==> src/rtl/mxu_pkg.sv <==
// Shared types and helpers for the MXU edge feeder: FSM state, element type and
// the diagonal-skew index calculation used by every edge lane.
package mxu_pkg;

  localparam int DIM_DEFAULT   = 8;
  localparam int WIDTH_DEFAULT = 4;

  typedef logic [WIDTH_DEFAULT-1:0] elem_t;

  typedef enum logic [1:0] {
    IDLE  = 2'd0,
    FEED  = 2'd1,
    DRAIN = 2'd2
  } feeder_state_t;

  typedef struct packed {
    logic        hit;
    logic [15:0] idx;
  } skew_t;

  // Lane `lane` carries element (t - lane) of its vector at step t, when that index exists.
  function automatic skew_t skew_index(input logic [15:0] t, input logic [15:0] lane,
                                       input logic [15:0] dim);
    skew_t r;
    r.hit = (t >= lane) && ((t - lane) < dim);
    r.idx = t - lane;
    return r;
  endfunction

endpackage

==> src/rtl/mxu_skew_lane.sv <==
// One edge lane: decides whether the current feed step lands on this lane and
// selects the matching element from the lane's operand vector.
module mxu_skew_lane
  import mxu_pkg::*;
#(
  parameter int DIM   = DIM_DEFAULT,
  parameter int WIDTH = WIDTH_DEFAULT,
  parameter int LANE  = 0,
  parameter int TW    = 4
) (
  input  logic [TW-1:0]        t_i,
  input  logic                 active_i,
  input  logic                 stall_i,
  input  logic [DIM*WIDTH-1:0] elems_i,
  output logic                 valid_o,
  output logic [WIDTH-1:0]     data_o
);

  skew_t sk;

  // Data ignores stall so the edge holds its value while the step is frozen.
  always_comb begin
    sk     = skew_index(16'(t_i), 16'(LANE), 16'(DIM));
    data_o = '0;
    for (int k = 0; k < DIM; k++) begin
      if (active_i && sk.hit && (sk.idx == 16'(k))) begin
        data_o = elems_i[k*WIDTH +: WIDTH];
      end
    end
    valid_o = active_i && sk.hit && !stall_i;
  end

endmodule

==> src/rtl/mxu_feeder.sv <==
// Transmit side of the systolic MXU edge: captures an A/B operand pair, streams
// it diagonally skewed into the west/north edges, drains, then pulses done.
module mxu_feeder
  import mxu_pkg::*;
#(
  parameter int DIM          = DIM_DEFAULT,
  parameter int WIDTH        = WIDTH_DEFAULT,
  parameter int DRAIN_CYCLES = 8
) (
  input  logic                     clk,
  input  logic                     reset,
  input  logic                     in_valid,
  output logic                     in_ready,
  input  logic [DIM*DIM*WIDTH-1:0] in_a,
  input  logic [DIM*DIM*WIDTH-1:0] in_b,
  input  logic                     stall,
  output logic [DIM*WIDTH-1:0]     west_data,
  output logic [DIM-1:0]           west_valid,
  output logic [DIM*WIDTH-1:0]     north_data,
  output logic [DIM-1:0]           north_valid,
  output logic                     busy,
  output logic                     done,
  output feeder_state_t            dbg_state
);

  localparam int TW = $clog2(2*DIM);
  localparam int DW = $clog2(DRAIN_CYCLES+1);
  localparam int MW = DIM*DIM*WIDTH;
  localparam int LW = DIM*WIDTH;

  feeder_state_t state_q, state_d;
  logic [TW-1:0] t_q, t_d;
  logic [DW-1:0] drain_q, drain_d;
  logic [MW-1:0] a_q, a_d, b_q, b_d;
  logic          done_q, done_d;

  always_ff @(posedge clk or posedge reset) begin
    if (reset) begin
      state_q <= IDLE;
      t_q     <= '0;
      drain_q <= '0;
      a_q     <= '0;
      b_q     <= '0;
      done_q  <= 1'b0;
    end else begin
      state_q <= state_d;
      t_q     <= t_d;
      drain_q <= drain_d;
      a_q     <= a_d;
      b_q     <= b_d;
      done_q  <= done_d;
    end
  end

  // Handshake: a pair transfers on any edge where in_valid && in_ready; in_ready
  // is high exactly in IDLE (including the done cycle) and never depends on in_valid.
  always_comb begin
    state_d = state_q;
    t_d     = t_q;
    drain_d = drain_q;
    a_d     = a_q;
    b_d     = b_q;
    done_d  = 1'b0;
    case (state_q)
      IDLE: begin
        if (in_valid) begin
          a_d     = in_a;
          b_d     = in_b;
          t_d     = '0;
          state_d = FEED;
        end
      end
      FEED: begin
        if (!stall) begin
          if (t_q == TW'(2*DIM-2)) begin
            drain_d = '0;
            state_d = DRAIN;
          end else begin
            t_d = t_q + 1'b1;
          end
        end
      end
      DRAIN: begin
        if (!stall) begin
          if (drain_q == DW'(DRAIN_CYCLES-1)) begin
            done_d  = 1'b1;
            state_d = IDLE;
          end else begin
            drain_d = drain_q + 1'b1;
          end
        end
      end
      default: state_d = IDLE;
    endcase
  end

  assign in_ready  = (state_q == IDLE);
  assign busy      = (state_q != IDLE);
  assign done      = done_q;
  assign dbg_state = state_q;

  for (genvar g = 0; g < DIM; g++) begin : g_lane
    logic [LW-1:0] col;
    for (genvar k = 0; k < DIM; k++) begin : g_col
      assign col[k*WIDTH +: WIDTH] = b_q[(k*DIM+g)*WIDTH +: WIDTH];
    end

    mxu_skew_lane #(.DIM(DIM), .WIDTH(WIDTH), .LANE(g), .TW(TW)) u_west (
      .t_i      (t_q),
      .active_i (state_q == FEED),
      .stall_i  (stall),
      .elems_i  (a_q[g*LW +: LW]),
      .valid_o  (west_valid[g]),
      .data_o   (west_data[g*WIDTH +: WIDTH])
    );

    mxu_skew_lane #(.DIM(DIM), .WIDTH(WIDTH), .LANE(g), .TW(TW)) u_north (
      .t_i      (t_q),
      .active_i (state_q == FEED),
      .stall_i  (stall),
      .elems_i  (col),
      .valid_o  (north_valid[g]),
      .data_o   (north_data[g*WIDTH +: WIDTH])
    );
  end

endmodule

==> config.mk <==
export PLATFORM = sky130hd
export DESIGN_NAME = mxu_feeder
export DESIGN_NICKNAME = d
export VERILOG_FILES = /design/src/rtl/mxu_pkg.sv /design/src/rtl/mxu_skew_lane.sv /design/src/rtl/mxu_feeder.sv
export SDC_FILE = /design/constraint.sdc
export NUM_CORES = 1
export LEC_CHECK = 0
export CELL_PAD_IN_SITES_DETAIL_PLACEMENT = 0
export CELL_PAD_IN_SITES_GLOBAL_PLACEMENT = 1
export CORE_MARGIN = 5
export CORE_UTILIZATION = 46
export CTS_CLUSTER_SIZE = 8
export DETAILED_ROUTE_END_ITERATION = 8
export PLACE_DENSITY_LB_ADDON = 0.1
export SLEW_MARGIN = 20
export SYNTH_ARGS = -nofsm -noshare
export SYNTH_HDL_FRONTEND = slang
export SYNTH_HIERARCHICAL = 1
export SYNTH_SLANG_ARGS = --single-unit
==> constraint.sdc <==
create_clock -name clk -period 38.3 [get_ports clk]
set_input_delay 7.66 -clock clk [delete_from_list [all_inputs] [get_ports clk]]
set_output_delay 7.66 -clock clk [all_outputs]
set_load 0.005 [all_outputs]
======== Word level (Yosys, flattened, before mapping) ========
Cells that the tools add are included.
Widths: inputs -> output; s select.
storage, ports and cells
  RAM bits ................................ 0
  bits in latches ......................... 0
  ROM bits ................................ 0
  memories kept ........................... 0
  bits in registers ....................... 523
  output and inout port bits .............. 85
  bits of input ports ..................... 516
cells by class
  mux-type cells .......................... 146
  bitwise gates (word level) .............. 0
  divide/modulo/power cells ............... 0
  multipliers ............................. 0
  add/sub/neg operators ................... 9
  reductions and logical operators ........ 104
  equal/unequal tests ..................... 67
  shifts and indexed selects .............. 0
  $lt $le $gt $ge ......................... 15
operators by type and width
  operator             count
  $mux 4               135
  $eq 16x3->1 const B  28
  $eq 16x2->1 const B  14
  $logic_not 16->1     8
  $eq 16x1->1 const B  7
  $lt 16x4->1 const B  7
  $logic_and 1x1->1    87
  $eq 4x3->1 const B   5
  $sub 4x3->5 const B  4
  $ge 4x3->1 const B   4
  $pmux 4 s2           2
  $ne 2x2->1 const B   7
  $mux 2               5
  $reduce_and 5->1     2
  $sub 4x2->5 const B  2
  $add 4x1->4 const B  2
  $eq 4x2->1 const B   2
  $ge 4x2->1 const B   2
  $pmux 2 s3           1
  $reduce_bool 2->1    3
  $sub 4x1->5 const B  1
  $eq 4x1->1 const B   1
  $eq 4x4->1 const B   1
  $ge 4x1->1 const B   1
  other kinds (8)      10

======== Longest topological paths before layout ========
Gate-level depths: netlist of the first run.
  word-level depth ........................ 13
  depth in mapped cells ................... 8
  depth with buffers taken out ............ 7

======== Modules after synthesis ========
The synthesis of the first run kept the hierarchy.
modules (own cells, without submodules)
  module                                  cells an instance  instances  sequential area each (um2)  area an instance (um2)
  mxu_feeder                              1151               1          13087.6                     21734.6
  mxu_skew_lane at g_lane[7].u_north ...  74                 2          0.0                         515.5
  mxu_skew_lane at g_lane[3].u_north ...  64                 2          0.0                         486.7
  mxu_skew_lane at g_lane[2].u_north ...  59                 2          0.0                         465.4
  mxu_skew_lane at g_lane[5].u_north ...  61                 2          0.0                         410.4
  mxu_skew_lane at g_lane[1].u_north ...  46                 2          0.0                         386.6
  mxu_skew_lane at g_lane[4].u_north ...  43                 2          0.0                         375.4
  mxu_skew_lane at g_lane[0].u_north ...  27                 2          0.0                         297.8
  mxu_skew_lane at g_lane[6].u_north      35                 1          0.0                         437.9
  mxu_skew_lane at g_lane[6].u_west       49                 1          0.0                         416.6

======== Worst setup path after synthesis of the first run ========
No wires, ideal clock.
  path kind ............................... input to output
  start ................................... in stall
  end ..................................... out north_valid[3]
  arrival ................................. 7876 ps
  path slack .............................. 22764 ps
  stages .................................. 1
  data required time ...................... 30640 ps
  cell sequence ........................... nor3b_1
on the way
  longest elaborated chain between the ends .. 2
RTL lines
  item                RTL line             source
  start: declaration  mxu_feeder.sv:16     input logic stall,
  $logic_not 1->1     mxu_skew_lane.sv:30  valid_o = active_i && sk.hit && !stall_i;
  $logic_and 1x1->1   mxu_skew_lane.sv:30
  end: declaration    mxu_feeder.sv:20     output logic [DIM-1:0] north_valid,
Every way passes these cells.

======== Worst setup path in the final report of the first run ========
  start ................................... in stall
  end ..................................... out west_valid[4]
on the way
  longest elaborated chain between the ends .. 2
RTL lines
  item               RTL line             source
  $logic_not 1->1    mxu_skew_lane.sv:30
  $logic_and 1x1->1  mxu_skew_lane.sv:30
  end: declaration   mxu_feeder.sv:18     output logic [DIM-1:0] west_valid,
Every way passes these cells.

==> flow_metrics.py, run 1 <==
metrics = {
    "status": {
        "outcome": "finished clean",
    },
    "sta": {
        "fin_setup_tns_ns": 0,
        "final_max_slew_viol_count": 0,
        "post-route-period-util_pct": 43.9,
        "skew_ns": 0.0196,
        "hold_violations": 0,
        "post-route-min-period_ns": 16.83,
        "fmax_mhz": 59.4,
        "setup_viol": 0,
        "rsz0062_at_grt": "false",
        "timing.final.ws_setup_ns": 21.47,
        "max_slew_margin_pct": 24.8,
        "worst_slew_pin_slew_ns": 1.13,
    },
    "worst_setup_path": {
        "max_stage_delay_ns": 0.75,
        "slowest_stage": "buf_2",
        "critPathCaptureType": "output pin",
        "arrival_ns": 9.17,
        "crit_family": "buffers and inverters",
        "worst_setup_path_start_kind": "input pin",
        "timing.rr.start": "dbg_state[0]",
        "path_cells": "buf_2 > and3b_2 > clkdlybuf4s50_1",
        "critical_path_class": "input pin to output pin",
        "crit_start": "stall",
        "required_ns": 30.64,
        "critical_path_buf_inv_count": 2,
        "path_max_fanout": 23,
    },
    "global_routing": {
        "top_usage_layer": "met2",
        "use_met3_pct": 8.24,
        "first_global_vias": 20100,
        "gr-usage-met1_pct": 30.2,
        "grt_max_degree": 159,
        "grt_overflow_total": 0,
        "grt_pass1_wl_um": 124000,
        "grtUsageMet2_pct": 38.3,
        "track_usage_pct": 24.0,
        "antenna_found_initial": 58,
    },
    "die": {
        "core-area_um2": 61500,
        "start_util_pct": 46.3,
        "die_h_um": 259,
        "die_w_um": 259,
        "rows": 91,
        "dieArea_um2": 67000,
        "io_pins": 601,
    },
    "placed_design": {
        "dp_hpwl_um": 57500,
        "place_area_um2": 34000,
        "place_congestion": 0.845,
        "dp_slack_ns": 21.46,
        "portBuffers": 600,
    },
    "clocking": {
        "cts_tree": "yes",
        "clk_pin_slew_ns": 0.05,
        "hold_buffers": 0,
        "cts_max_path_buffers": 3,
        "post_cts_buffers": 0,
        "cts_buffers": 75,
        "cts_resized": 0,
        "clock-sinks": 523,
        "cts-root-buf": "clkbuf_16",
        "clock_latency_ns": 0.59,
        "cts_max_level": 3,
    },
    "detailed_routing": {
        "vias": 18600,
        "firstDrtPassIters": 5,
        "antenna_left": 0,
        "drtIter0Drc": 903,
        "drc": 0,
        "drt-total-wl_um": 83200,
        "wl_per_cell_um": 24.6,
        "vias_per_cell": 5.49,
    },
    "finish": {
        "drive_gt1_share_pct": 28.2,
        "areaGrowthSynthToFinish_pct": 26.8,
        "fill_cells": 4960,
        "nets": 3086,
        "fin_util_pct": 58.7,
        "postLayoutCellArea_um2": 36100,
    },
    "run": {
        "max_cap_viol_count": 0,
    },
    "power": {
        "vdd_drop_max_v": 0.0000448,
        "powerDensity_nw_per_um2": 82.8,
        "p_leak_nw": 15.3,
        "total_power_mw": 2.99,
    },
    "min_path": {
        "min-delay-start": "b_q[219]",
        "hold_class": "register to register",
    },
    "yosys": {
        "netlist_area_um2": 28500,
        "ys_ff_latch": 523,
        "ys.flop_type": "dfrtp_1",
        "yosysSeqAreaShare_pct": 46.0,
        "avgSynthCellArea_um2": 14.4,
        "async_reset_ff_share_pct": 100,
        "synth_edf_count": 0,
        "ys_warn_count": 6,
        "netlist_instances": 1983,
        "yosysUniqueCellTypes": 86,
        "synth_nets": 2520,
    },
}
[worst paths after layout]
path                                 endpoint  slack, ns  cells past startpoint
worst max register to register        a_q[19]      34.34                      7
worst min-delay path                 b_q[219]       0.49                      1
worst min register to register       b_q[219]       0.49                      1
max in group asynchronous            b_q[146]      27.57                      5
worst max-delay path            west_valid[4]      21.47                      3
min in group asynchronous            a_q[171]       7.56                      2
[stage by stage]
stage                     cells  hold slack [ns]
after floorplan            1983            0.450
after global placement     3261            0.465
after detailed placement   3261            0.480
after CTS                  3346            0.493
after global routing       3369            0.507
final                      3379            0.488
[where the power goes]
group | total (mW) | internal (mW) | switching [mW]
clock network | 0.592 | 0.355 | 0.237
logic | 1.37 | 0.821 | 0.546
registers | 1.03 | 0.837 | 0.193
[per-layer routing]
layer	vias up	wire length [um]
li1	8499	-
met1	9321	34600
met2	502	39500
met3	182	6160
met4	50	2530
met5	-	356
[layout by cell type, fill, tap and decap left out, types with 13 or more instances in the layout]
master	instances
clkdlybuf4s50_1	599
dfrtp_1	519
mux2_4	408
mux2_2	129
clkbuf_16	77
a21oi_1	64
mux2i_1	58
nor2_1	51
nand2_1	39
o21ai_0	38
nand2b_1	34
diode_2	32
inv_1	32
o22ai_1	31
nor2b_1	26
nand3_1	24
ha_1	21
nand3b_1	19
mux4_2	17
mux2_1	15
a21o_1	15
a2bb2oi_1	14
a22oi_1	14
o22a_1	14
nor3_1	13
o221ai_1	13
buf_4	13
[cell families (layout without fill, tap and decap cells)]
group,after synthesis,after routing,share of synthesized area [%]
simple gates,312,312,6.80
mux,639,639,31.7
flops,523,523,46.0
compound gates,311,311,8.03
other cells,0,32,0
buf+inv,169,743,6.32
xor+xnor,8,8,0.246
fa+ha+maj,21,21,0.923
[state kept, by name (all words and copies together), names as in the netlist]
| name | flops |
|---|---|
| a_q | 256 |
| b_q | 256 |
| dbg_state | 2 |
| done | 1 |
| drain_q | 4 |
| t_q | 4 |
[synth_stat cells (21+ instances only)]
cell type  count  area share (%)
dfrtp_1      523              46
mux2_4       408              22
mux2_2       129             5.1
a21oi_1       64             1.1
mux2i_1       58             2.0
nor2_1        51            0.67
buf_12        47             3.3
nand2_1       39            0.51
o21ai_0       38            0.67
inv_1         34            0.45
nand2b_1      34            0.75
buf_6         32             1.3
o22ai_1       31            0.68
nor2b_1       26            0.57
nand3_1       24            0.42
buf_4         22            0.58
ha_1          21            0.92
[cell type report]
type	instances	area, um2	area share, %
clock inverters	2	17.5	0.0485
clock buffers	83	1960	5.43
repair buffers	619	6230	17.2
inverters	39	155	0.430
diodes	32	80.1	0.222
multi-input cells	1291	13600	37.6
flip-flops and latches	523	13100	36.3
well taps	790	988	2.74
(Power assumes the default switching activity.)
==> run 2, diff against run 1 <==
Settings changed: CORE_UTILIZATION 46 to 42.
Clock period 38.3 ns to 17 ns, I/O delays scaled along.
==> flow_metrics.py, run 2 (synthesis gave the netlist of run 1 again) <==
metrics = {
    "status": {
        "outcome": "finished clean",
    },
    "power": {
        "total_power_mw": 6.74,
        "p_leak_nw": 15.3,
        "powerDensity_nw_per_um2": 186,
        "vdd_drop_max_v": 0.000104,
    },
    "global_routing": {
        "track_usage_pct": 21.9,
        "antenna_found_initial": 55,
        "grt_overflow_total": 0,
        "grt_max_degree": 191,
        "grt_pass1_wl_um": 125000,
        "use_met3_pct": 7.56,
        "grtUsageMet2_pct": 35.7,
        "gr-usage-met1_pct": 26.9,
        "top_usage_layer": "met2",
        "first_global_vias": 20100,
    },
    "clocking": {
        "clock-sinks": 523,
        "cts_buffers": 75,
        "clock_latency_ns": 0.59,
        "hold_buffers": 0,
        "cts_max_level": 3,
        "cts_tree": "yes",
        "post_cts_buffers": 0,
        "cts_max_path_buffers": 3,
        "cts-root-buf": "clkbuf_16",
        "cts_resized": 0,
        "clk_pin_slew_ns": 0.05,
    },
    "detailed_routing": {
        "wl_per_cell_um": 23.9,
        "drt-total-wl_um": 82700,
        "vias": 18400,
        "firstDrtPassIters": 5,
        "antenna_left": 0,
        "vias_per_cell": 5.32,
        "drc": 0,
        "drtIter0Drc": 890,
    },
    "finish": {
        "most-common-layout-cells": "599 x clkdlybuf4s50_1, 519 x dfrtp_1, 408 x mux2_4, 129 x mux2_2, 79 x clkbuf_16",
        "nets": 3087,
        "drive_gt1_share_pct": 28.2,
        "areaGrowthSynthToFinish_pct": 27.4,
        "largestRegisters": "a_q (256), b_q (256)",
        "final_common_cell": "clkdlybuf4s50_1",
    },
    "sta": {
        "worst_slew_pin_slew_ns": 1.20,
        "fmax_mhz": 121,
        "fin_hold_ws_ns": 0.482,
        "setup_viol": 0,
        "post-route-period-util_pct": 48.8,
        "post-route-min-period_ns": 8.29,
        "final_max_slew_viol_count": 0,
        "rsz0062_at_grt": "false",
        "fin_setup_tns_ns": 0,
        "max_slew_margin_pct": 19.8,
        "hold_violations": 0,
        "skew_ns": 0.0183,
    },
    "worst_setup_path": {
        "critical_path_class": "input pin to output pin",
        "timing.rr.start": "dbg_state[1]",
        "r2r_cells": 6,
        "required_ns": 13.60,
        "crit_start": "stall",
        "arrival_ns": 4.89,
        "worst_setup_path_start_kind": "input pin",
        "critPathCaptureType": "output pin",
        "path_max_fanout": 23,
    },
    "run": {
        "max_cap_viol_count": 0,
    },
    "die": {
        "dieArea_um2": 73100,
        "die_w_um": 270,
        "start_util_pct": 42.4,
        "die_h_um": 270,
        "rows": 95,
        "core-area_um2": 67200,
        "io_pins": 601,
    },
    "placed_design": {
        "portBuffers": 600,
        "dp_hpwl_um": 57500,
        "place_congestion": 0.836,
    },
    "min_path": {
        "hold_class": "register to register",
        "min-delay-start": "b_q[225]",
        "hold_depth": 1,
    },
}
==> run 2: final timing paths <==
kind | to | slack (ns)
min | b_q[225] | 0.48
max reg2reg | b_q[228] | 13.09
min in group asynchronous | a_q[161] | 3.11
min reg2reg | b_q[225] | 0.48
max in group asynchronous | a_q[255] | 11.75
max | west_valid[4] | 8.71
==> run 2: through the flow <==
step                setup slack [ns]  instance area, um2  utilization [%]  std cells
global route                    8.67               36200             54.0       3455
floorplan                       6.49               28500                -       1983
finish                          8.71               36300             54.0       3466
detailed placement              8.68               34100             50.8       3345
CTS                             8.68               36200             53.8       3431
global placement                8.67               34100             50.8       3345
==> run 2: area by class of cell <==
class | count | area (um2)
antenna | 34 | 85.1
inverter | 39 | 150
multi-input combinational | 1291 | 13600
clock buffer | 84 | 2000
sequential | 523 | 13100
timing repair buffer | 620 | 6250
fill | 5595 | 30900
tap | 873 | 1090
clock inverter | 2 | 13.8
==> run 2: critical path, cell delays in order <==
cell,delay [ns]
buf_2,0.71
and3b_2,0.29
clkdlybuf4s50_1,0.46
==> run 2: metal layers <==
layer	part of all wire, %	wire (um)	vias to the layer above
li1	-	-	8484
met3	7.2	5950	160
met1	41	34000	9262
met2	49	40400	484
met5	0.30	251	-
met4	2.6	2160	40
==> run 2: report_power, final <==
part / internal (mW) / leakage (nW) / switching (mW)
Combinational: 1.85 / 8.09 / 1.26
Sequential: 1.89 / 6.22 / 0.404
Clock: 0.814 / 0.988 / 0.527
==> run 3, diff against run 2 <==
Settings changed: CORE_UTILIZATION 42 to 38.
Clock period 17 ns to 7 ns, I/O delays scaled along.
==> flow_metrics.py, run 3 (synthesis gave the netlist of run 1 again) <==
metrics = {
    "detailed_routing": {
        "drtIter0Drc": 816,
        "wl_per_cell_um": 24.0,
        "drc": 0,
        "firstDrtPassIters": 5,
        "drt-total-wl_um": 85000,
        "vias": 18400,
        "antenna_left": 0,
        "vias_per_cell": 5.19,
    },
    "die": {
        "rows": 100,
        "io_pins": 601,
        "core-area_um2": 74300,
        "dieArea_um2": 80500,
        "start_util_pct": 38.3,
        "die_h_um": 284,
        "die_w_um": 284,
    },
    "global_routing": {
        "grt_overflow_total": 0,
        "track_usage_pct": 20.5,
        "grt_pass1_wl_um": 128000,
        "first_global_vias": 20200,
        "grt_max_degree": 176,
        "antenna_found_initial": 38,
    },
    "worst_setup_path": {
        "cpMostUsedCell": "o21ai_0",
        "worst_setup_path_start_kind": "register",
        "critPathCaptureType": "output pin",
        "max_stage_delay_ns": 0.63,
        "path_cells": "nand2b_1 > clkinv_2 > buf_4 > nand4b_2 > o21ai_0 > a221o_2 > o21ai_0 > clkdlybuf4s50_1",
        "regToRegSetupSlack_ns": 4.05,
        "required_ns": 5.60,
        "timing.rr.start": "dbg_state[0]",
        "arrival_ns": 3.83,
        "slowest_stage": "clkinv_2",
        "crit_start": "dbg_state[1]",
        "critical_path_class": "register to output pin",
        "path_max_fanout": 39,
    },
    "clocking": {
        "cts_max_level": 3,
        "clock-sinks": 523,
        "cts_max_path_buffers": 3,
        "clk_pin_slew_ns": 0.06,
        "hold_buffers": 0,
        "post_cts_buffers": 0,
        "cts_resized": 0,
        "cts_buffers": 75,
        "clock_latency_ns": 0.61,
        "cts_tree": "yes",
        "cts-root-buf": "clkbuf_16",
    },
    "power": {
        "p_leak_nw": 15.3,
        "vdd_drop_max_v": 0.000205,
        "powerDensity_nw_per_um2": 451,
    },
    "min_path": {
        "min-delay-start": "b_q[218]",
        "hold_class": "register to register",
    },
    "sta": {
        "fin_setup_tns_ns": 0,
        "final_max_slew_viol_count": 0,
        "skew_ns": 0.0259,
        "post-route-min-period_ns": 5.23,
        "max_slew_margin_pct": 25.3,
        "worst_slew_pin_slew_ns": 1.12,
        "setup_viol": 0,
        "hold_violations": 0,
        "fmax_mhz": 191,
        "timing.final.ws_setup_ns": 1.77,
        "post-route-period-util_pct": 74.7,
        "rsz0062_at_grt": "false",
    },
    "finish": {
        "drive_gt1_share_pct": 28.4,
        "largestRegisters": "a_q (256), b_q (256)",
        "most-common-layout-cells": "599 x clkdlybuf4s50_1, 519 x dfrtp_1, 408 x mux2_4, 129 x mux2_2, 75 x clkbuf_16",
        "areaGrowthSynthToFinish_pct": 28.0,
        "nets": 3092,
        "final_common_cell": "clkdlybuf4s50_1",
    },
    "status": {
        "outcome": "finished clean",
    },
    "run": {
        "max_cap_viol_count": 0,
    },
    "placed_design": {
        "place_congestion": 0.848,
        "portBuffers": 600,
        "dp_slack_ns": 2.41,
        "dp_hpwl_um": 59600,
    },
}
## run 3: changes by cell type in the layout (fill, tap and decap cells not counted), sizes merged
cell and change:
buf +5, clkbuf -5, clkinv +5, diode -20, inv +1
## run 3: path summary, 6_finish.rpt
check / depth (start not counted) / endpoint
max in group asynchronous: 4 / b_q[115]
setup reg to reg: 5 / a_q[7]
hold reg to reg: 1 / b_q[218]
setup / recovery: 8 / west_data[18]
hold / removal: 1 / b_q[218]
min in group asynchronous: 2 / a_q[169]
## run 3: worst max-delay path: cells and delay by family, from the launching register on
kind                   cells  cell delay (ns)
AO/OA/AOI/OAI              3             0.57
flip-flops                 1             0.50
buffers and inverters      3             1.69
AND/OR/NAND/NOR            2             0.42
## run 3: stage by stage
stage                     util [%]  cell area (um2)  total power [mW]  hold WS (ns)  std cells
after floorplan                  -            28500              11.2         0.450       1983
after global placement        46.2            34300              13.1         0.462       3445
after detailed placement      46.2            34300              13.2         0.472       3445
after CTS                     48.9            36400              16.6         0.483       3532
after global routing          49.0            36400              17.4         0.503       3542
final                         49.0            36400              16.4         0.484       3548
## run 3: report_power, final
part	switching, mW	internal, mW	leakage [nW]
clock network	1.37	1.91	0.984
logic	3.03	4.51	8.14
registers	1.05	4.58	6.22
total	5.45	11.0	15.3
## run 3: area by class of cell
cell class / count / area (um2)
clock buffer: 79 / 1890
timing repair buffer: 625 / 6350
inverter: 39 / 151
multi-input combinational: 1291 / 13600
antenna: 14 / 35.0
clock inverter: 8 / 121
fill: 6524 / 37900
sequential: 523 / 13100
tap: 969 / 1210
## run 3: routing by layer
metal | track usage, % | part of all wire [%]
met1 | 25.7 | 42
met5 | 0 | 0.27
met3 | 6.60 | 6.5
met2 | 34.6 | 49
met4 | 4.67 | 2.2
